$ cat config.mk
export PLATFORM = sky130hd
export DESIGN_NAME = mem_bus_arbiter
export DESIGN_NICKNAME = d
export VERILOG_FILES = /design/src/rtl/mem_bus_arbiter_pkg.sv /design/src/rtl/mem_bus_arbiter_timeout_counter.sv /design/src/rtl/mem_bus_arbiter.sv
export SDC_FILE = /design/constraint.sdc
export NUM_CORES = 1
export LEC_CHECK = 0
export BUFFER_PORTS_ARGS = -buffer_cell sky130_fd_sc_hd__buf_2
export CORE_AREA = 2 2 108 110
export CTS_CLUSTER_DIAMETER = 30
export DETAILED_ROUTE_END_ITERATION = 8
export DIE_AREA = 0 0 110 112
export SYNTH_ARGS = -nofsm -noshare
export SYNTH_HDL_FRONTEND = slang
export SYNTH_SLANG_ARGS = --single-unit
$ cat constraint.sdc
create_clock -name clk -period 1.55 [get_ports clk]
set_input_delay 0.3875 -clock clk [delete_from_list [all_inputs] [get_ports clk]]
set_output_delay 0.3875 -clock clk [all_outputs]
set_load 0.01 [all_outputs]
$ cat src/rtl/mem_bus_arbiter_pkg.sv
// Shared types and constants for the IF/MEM memory bus arbiter.
// Holds no logic, so latency and backpressure do not apply.
package mem_bus_arbiter_pkg;

    localparam logic        RST_ENABLE = 1'b1;
    localparam logic [31:0] ZERO_WORD  = 32'h0000_0000;

    typedef enum logic [1:0] {
        ARB_IDLE    = 2'b00,
        ARB_GRANT_I = 2'b01,
        ARB_GRANT_D = 2'b10
    } arb_state_t;

    // Command presented to the shared slave by the current owner.
    typedef struct packed {
        logic        we;
        logic [3:0]  sel;
        logic [31:0] addr;
        logic [31:0] wdata;
    } bus_cmd_t;

endpackage

$ cat src/rtl/mem_bus_arbiter_timeout_counter.sv
// Counts grant cycles without a slave ack and flags the final allowed cycle.
// expired is combinational from the count; the counter never stalls anything.
// Cleared while idle, so every grant starts from zero.
module arb_timeout_counter
    import mem_bus_arbiter_pkg::*;
#(
    parameter int TIMEOUT = 16
) (
    input  logic clk,
    input  logic rst,
    input  logic clr,
    input  logic en,
    output logic expired
);

    localparam int W = $clog2(TIMEOUT);

    logic [W-1:0] cnt;

    always_ff @(posedge clk) begin
        if (rst == RST_ENABLE || clr) begin
            cnt <= '0;
        end else if (en) begin
            cnt <= cnt + 1'b1;
        end
    end

    assign expired = (cnt == W'(TIMEOUT - 1));

endmodule

$ cat src/rtl/mem_bus_arbiter.sv
// Shares one bus slave between instruction fetch (I) and load/store (D), D first with a starvation cap.
// Grant one cycle after request seen in IDLE; ack passes through combinationally, one IDLE cycle between transfers.
// Waiting masters are held by stallreq_if/stallreq_mem; a silent slave is cut off by a timeout error completion.
module mem_bus_arbiter
    import mem_bus_arbiter_pkg::*;
#(
    parameter int MAX_D_STREAK = 4,
    parameter int TIMEOUT      = 16
) (
    input  logic        clk,
    input  logic        rst,
    input  logic        i_req,
    input  logic [31:0] i_addr,
    output logic [31:0] i_rdata,
    output logic        i_ack,
    output logic        i_err,
    input  logic        d_req,
    input  logic        d_we,
    input  logic [3:0]  d_sel,
    input  logic [31:0] d_addr,
    input  logic [31:0] d_wdata,
    output logic [31:0] d_rdata,
    output logic        d_ack,
    output logic        d_err,
    output logic        m_req,
    output logic        m_we,
    output logic [3:0]  m_sel,
    output logic [31:0] m_addr,
    output logic [31:0] m_wdata,
    input  logic [31:0] m_rdata,
    input  logic        m_ack,
    output logic        stallreq_if,
    output logic        stallreq_mem
);

    localparam int SW = $clog2(MAX_D_STREAK + 1);

    arb_state_t  state;
    logic [SW-1:0] streak;
    logic        expired;
    logic        streak_full;
    logic        grant_i;
    logic        grant_d;
    bus_cmd_t    m_cmd;

    assign streak_full = (streak == SW'(MAX_D_STREAK));

    always_ff @(posedge clk) begin
        if (rst == RST_ENABLE) begin
            state  <= ARB_IDLE;
            streak <= '0;
        end else begin
            case (state)
                ARB_IDLE: begin
                    // D wins unless I has waited through a full streak of D grants.
                    if (d_req && !(i_req && streak_full)) begin
                        state  <= ARB_GRANT_D;
                        streak <= i_req ? streak + 1'b1 : '0;
                    end else if (i_req) begin
                        state  <= ARB_GRANT_I;
                        streak <= '0;
                    end
                end
                ARB_GRANT_I, ARB_GRANT_D: begin
                    if (m_ack || expired) begin
                        state <= ARB_IDLE;
                    end
                end
                default: state <= ARB_IDLE;
            endcase
        end
    end

    arb_timeout_counter #(
        .TIMEOUT (TIMEOUT)
    ) u_timeout (
        .clk     (clk),
        .rst     (rst),
        .clr     (state == ARB_IDLE),
        .en      ((state != ARB_IDLE) && !m_ack),
        .expired (expired)
    );

    always_comb begin
        m_cmd = '0;
        case (state)
            ARB_GRANT_I: begin
                m_cmd.addr = i_addr;
                m_cmd.sel  = 4'hF;
            end
            ARB_GRANT_D: begin
                m_cmd.we    = d_we;
                m_cmd.sel   = d_sel;
                m_cmd.addr  = d_addr;
                m_cmd.wdata = d_wdata;
            end
            default: m_cmd = '0;
        endcase
    end

    assign m_req   = (state != ARB_IDLE);
    assign m_we    = m_cmd.we;
    assign m_sel   = m_cmd.sel;
    assign m_addr  = m_cmd.addr;
    assign m_wdata = m_cmd.wdata;

    // A grant being torn down by reset must not complete toward its master.
    assign grant_i = (state == ARB_GRANT_I) && (rst != RST_ENABLE);
    assign grant_d = (state == ARB_GRANT_D) && (rst != RST_ENABLE);

    assign i_ack   = grant_i && (m_ack || expired);
    assign i_err   = grant_i && expired && !m_ack;
    assign i_rdata = (grant_i && m_ack) ? m_rdata : ZERO_WORD;

    assign d_ack   = grant_d && (m_ack || expired);
    assign d_err   = grant_d && expired && !m_ack;
    assign d_rdata = (grant_d && m_ack) ? m_rdata : ZERO_WORD;

    assign stallreq_if  = i_req && !i_ack;
    assign stallreq_mem = d_req && !d_ack;

endmodule

Word level (Yosys, flattened, before mapping) --
Cells that the tools add are included.
Operators by class: $add $sub $neg 2, equal/unequal tests 6, muxes and demuxes 12, bitwise operators 1, reduce and logical (&&, ||, !) cells 27
Operators by type and width (count):
- $mux 32 | 3
- $pmux 36 s2 | 1
- $logic_and 1x1->1 | 15
- $mux 3 | 3
- $mux 2 | 3
- $add 4x1->4 const B | 1
- $eq 4x4->1 const B | 1
- $logic_not 1->1 | 4
- $pmux 2 s2 | 1
- $reduce_and 2->1 | 2
- $reduce_bool 2->1 | 2
- $add 3x1->3 const B | 1
- $eq 3x3->1 const B | 1
- $ne 3x3->1 const B | 1
- $eq 2x1->1 const B | 1
- $eq 2x2->1 const B | 1
- $logic_not 2->1 | 1
- $logic_or 1x1->1 | 2
- $ne 2x2->1 const B | 1
- $reduce_or 2->1 | 1
- $mux 1 | 1
- $not 1->1 | 1
Word-level totals: flip-flop bits (word level) 9, input bits 138, output and inout port bits 140

Logic depth before layout (Yosys ltp) --
depth in word-level cells 6, mapped depth 7

By module --
A second synthesis with hierarchy kept.
Unflattened totals: cells, all modules 261, area, all modules 1854.3 um^2
By module, submodules not included:
- mem_bus_arbiter | times used 1, cells an instance 243, area an instance 1660.3 um^2
- arb_timeout_counter | times used 1, cells an instance 18, area an instance 193.9 um^2

Worst setup path after synthesis --
OpenSTA, ideal clock, no wires.
kind reg2out, start point register state[0], end point output port m_addr[0], data arrival time 1235 ps, required time 1162 ps, path slack -72 ps, cell stages (with the launch flop) 6, path buffers 2, cell sequence dfxtp_1 > inv_1 > ha_1 > buf_2 > clkbuf_1 > nor2b_1
On the way: cells in the longest elaborated chain, start to end 2, elaborated cells between the ends (all ways) 3, those cells by class 2 x eq/ne; 1 x mux
Ends and longest elaborated chain:
- start, declared | line mem_bus_arbiter.sv:38 | arb_state_t state;
- start signal, assigned | line mem_bus_arbiter.sv:50 | state <= ARB_IDLE;
- start signal, assigned | line mem_bus_arbiter.sv:57 | state <= ARB_GRANT_D;
- start signal, assigned | line mem_bus_arbiter.sv:60 | state <= ARB_GRANT_I;
- $eq 2x2->1 / $eq 2x1->1 (equally long branches) | line mem_bus_arbiter.sv:86 | case (state)
- $pmux 36 s2 (*) | line mem_bus_arbiter.sv:86
- end, declared | line mem_bus_arbiter.sv:28 | output logic [31:0] m_addr,
Mark *: on every way between the ends. The rest lies on a longest branch, timed or not.

Worst setup path after layout --
start point register state[0], end point output port i_rdata[5]
On the way: cells in the longest elaborated chain, start to end 4
Ends and longest elaborated chain:
- $eq 2x1->1 | line mem_bus_arbiter.sv:108 | assign grant_i = (state == ARB_GRANT_I) && (rst != RST_ENABLE);
- $logic_and 1x1->1 | line mem_bus_arbiter.sv:108
- $logic_and 1x1->1 | line mem_bus_arbiter.sv:113 | assign i_rdata = (grant_i && m_ack) ? m_rdata : ZERO_WORD;
- $mux 32 | line mem_bus_arbiter.sv:113
- end, declared | line mem_bus_arbiter.sv:14 | output logic [31:0] i_rdata,
No other way between the ends.

==> impl_metrics.py <==
metrics = {
    "outcome": {
        "status": "finished with violations",
        "violations": "setup timing",
    },
    "worst_setup_path": {
        "cpMaxStageDelayCell": "dfxtp_4",
        "arrival_ps": 1580,
        "cp-startpoint": "state[0]$_SDFFE_PP0P_",
        "max_stage_delay_ps": 350,
        "r2r_cells": 6,
        "startpoint_type": "register",
        "critPathKind": "register to output port",
        "crit_buf_inv": 4,
        "r2r_end": "state[0]$_SDFFE_PP0P_",
        "path_cells": "buf_6 -> ha_4 -> nand2b_4 -> nor2_4 -> buf_12 -> buf_6 -> and2_1 -> buf_2",
        "crit_family": "buffers and inverters",
        "crit_required_ps": 1160,
        "worstPathMaxFanout": 6,
        "cpMostUsedCell": "buf_6",
        "cp.depth": 8,
        "endpoint_kind": "output port",
        "endpoint": "i_rdata[5]",
        "r2r_start": "state[0]$_SDFFE_PP0P_",
        "r2r_slack_ps": 170,
    },
    "final_layout": {
        "drive_gt1_frac": 0.809,
        "fin_util": 0.450,
        "syn_to_final_growth_pct": 185,
        "insertedDiodeCount": 0,
        "final.fill_count": 1097,
        "finish.net_count": 715,
    },
    "synthesis": {
        "syn_nets": 402,
        "ys.flop_type": "dfxtp_1",
        "ys_seq_area_frac": 0.102,
        "syn_area_per_cell_um2": 6.83,
        "synthArstFlopShare": 0,
        "synth_most_common_cell": "and2_1",
        "ys_ff_latch": 9,
        "synthTopCellsByArea": "and2_1, a22oi_1, nor2b_1",
        "synth_cell_type_count": 28,
        "synth_commonest_cells": "and2_1, nor2b_1, a22oi_1, buf_2",
        "yosysWarnings": 0,
        "synthCells": 258,
        "netlist_area_mm2": 0.00176,
        "netlist.area_leader.share": 0.348,
        "synth_edf_count": 0,
        "yosysTopAreaCell": "and2_1",
    },
    "timing": {
        "fmax_ghz": 0.509,
        "relSlewSlack": 0.648,
        "finalSetupViolCount": 139,
        "hold_violations": 0,
        "fin_crit_sh": 1.27,
        "maxSlewViolCount": 0,
        "rsz0062_at_grt": "yes",
        "worst_pin_slew_ps": 523,
        "fin_worst_skew_ps": 3.02,
        "fin_crit_ps": 1970,
        "fin_ws_ps": -416,
    },
    "route": {
        "drt-pass1-iter-count": 4,
        "wl_per_cell_um": 16.0,
        "wirelength_um": 11400,
        "routed-via-count": 3051,
        "via_per_inst": 4.28,
        "drt-initial-drc-count": 125,
        "drc_errors": 0,
        "drtAntennaViolNets": 0,
    },
    "clocking": {
        "cts-root-buf": "clkbuf_16",
        "clk_pin_slew_ps": 40,
        "ctsHoldBuffers": 0,
        "clock_latency_ps": 240,
        "cts_max_level": 1,
        "cts_buffers": 3,
        "cts_tree": "done",
        "clock-sinks": 9,
        "cts_buffer_depth": 2,
    },
    "grt": {
        "use_met3": 0.0135,
        "grt_max_degree": 37,
        "use_met2": 0.259,
        "met1_usage": 0.161,
        "antenna_found_initial": 0,
        "grt_pass1_wl_um": 13400,
        "grt_busiest_layer": "met2",
        "grt_pass1_vias": 2689,
        "grt.total_usage": 0.136,
        "grt.overflow.total": 0,
    },
    "floorplan": {
        "boundaryPins": 278,
        "die-area_mm2": 0.0123,
        "rows": 39,
        "start_util": 0.158,
        "die_width_um": 110,
        "die_y_um": 112,
        "core_mm2": 0.0112,
    },
    "power_and_ir_drop": {
        "power_switching_w": 0.000795,
        "irDropWorstVdd_v": 0.000455,
        "pwr-share-seq": 0.109,
        "netSwitchingFraction": 0.341,
        "clkPwrFrac": 0.197,
        "power.internal_w": 0.00153,
        "leakagePower_nw": 2.51,
        "pwr-share-comb": 0.694,
        "power-per-cell-area_mw_per_mm2": 463,
    },
    "place": {
        "gp_congestion": 0.812,
        "io_buffers": 277,
        "dpl.hpwl_um": 6740,
        "place_ws_ps": -167,
    },
    "job": {
        "drv_cap": 0,
    },
    "min_path": {
        "min_path_type": "input pin to register",
    },
}
-- through the flow --
stage	area, µm²	power, W	cells	hold slack, ps	TNS [ps]
finish	5030	0.00233	713	394	-43950
global route	5030	0.00245	713	423	-51950
CTS	4280	0.00199	695	391	-40010
detailed placement	3550	0.00121	679	464	-13810
global placement	3550	0.00120	679	460	-11130
floorplan	1840	0.000738	258	449	-888
-- timing repair --
action	CTS	global route
pin swaps	29	35
gates cloned	6	13
setup buffers	6	7
gates resized for setup	95	110
endpoints found under the setup margin	139	139
-- sequential cells by signal, indices dropped and copies added (netlist names) --
register and cells:
state 2, streak 3, u_timeout.cnt 4
-- logic make-up after synthesis --
group,after synthesis,share of synthesized area
and+or+nand+nor,162,0.568
AOI/OAI and AO/OA,47,0.192
buffers and inverters,30,0.0746
DFF,9,0.102
adders and majority gates,6,0.0426
xor gates and xnor gates,3,0.0149
muxes,1,0.00568
-- layout make-up --
class,count,area (µm²),share of cell area
repair buffers,332,2580,0.513
multi-input cells,219,1970,0.392
flip-flops and latches,9,190,0.0378
well taps,143,179,0.0356
clock buffers,4,78.8,0.0157
inverters,6,27.5,0.00548
-- layer usage --
| metal | share of wire | vias up |
|---|---|---|
| li1 | - | 1487 |
| met3 | 0.058 | 15 |
| met5 | 0 | - |
| met4 | 0.010 | 0 |
| met1 | 0.36 | 1445 |
| met2 | 0.57 | 104 |
-- power by group through the flow --
stage / logic [W] / registers, W / clock network [W]
floorplan: 0.000487 / 0.000251 / 0
global placement: 0.000952 / 0.000252 / 0
detailed placement: 0.000955 / 0.000252 / 0
CTS: 0.00127 / 0.000254 / 0.000471
global route: 0.00172 / 0.000255 / 0.000484
finish: 0.00162 / 0.000254 / 0.000459
-- cells in the final DEF, fill, tap and decap left out, types with 3 or more instances in the layout --
| master | count |
|---|---|
| buf_2 | 220 |
| buf_6 | 73 |
| and2_1 | 55 |
| and2_4 | 43 |
| a22oi_2 | 29 |
| nor2b_4 | 17 |
| buf_4 | 16 |
| nor2b_2 | 13 |
| clkbuf_16 | 10 |
| nor2b_1 | 9 |
| buf_12 | 7 |
| dfxtp_1 | 5 |
| a22oi_1 | 4 |
| nor2_4 | 4 |
| a21oi_1 | 4 |
| nor3_1 | 4 |
| nand2_1 | 4 |
| ha_4 | 4 |
| buf_16 | 4 |
| a21oi_2 | 3 |
| inv_1 | 3 |
| buf_8 | 3 |
-- how the worst min path moves through the flow --
stage / start / end / slack (ps) / cells after the start
floorplan: streak[0]$_SDFFE_PP0P_ / streak[0]$_SDFFE_PP0P_ / 450 / 2
global placement: streak[0]$_SDFFE_PP0P_ / streak[0]$_SDFFE_PP0P_ / 460 / 2
detailed placement: streak[0]$_SDFFE_PP0P_ / streak[0]$_SDFFE_PP0P_ / 460 / 2
CTS: rst / u_timeout.cnt[2]$_SDFFE_PP0P_ / 390 / 2
global route: rst / u_timeout.cnt[2]$_SDFFE_PP0P_ / 420 / 2
finish: rst / u_timeout.cnt[2]$_SDFFE_PP0P_ / 390 / 2
Power figures use the tool's default switching activity.
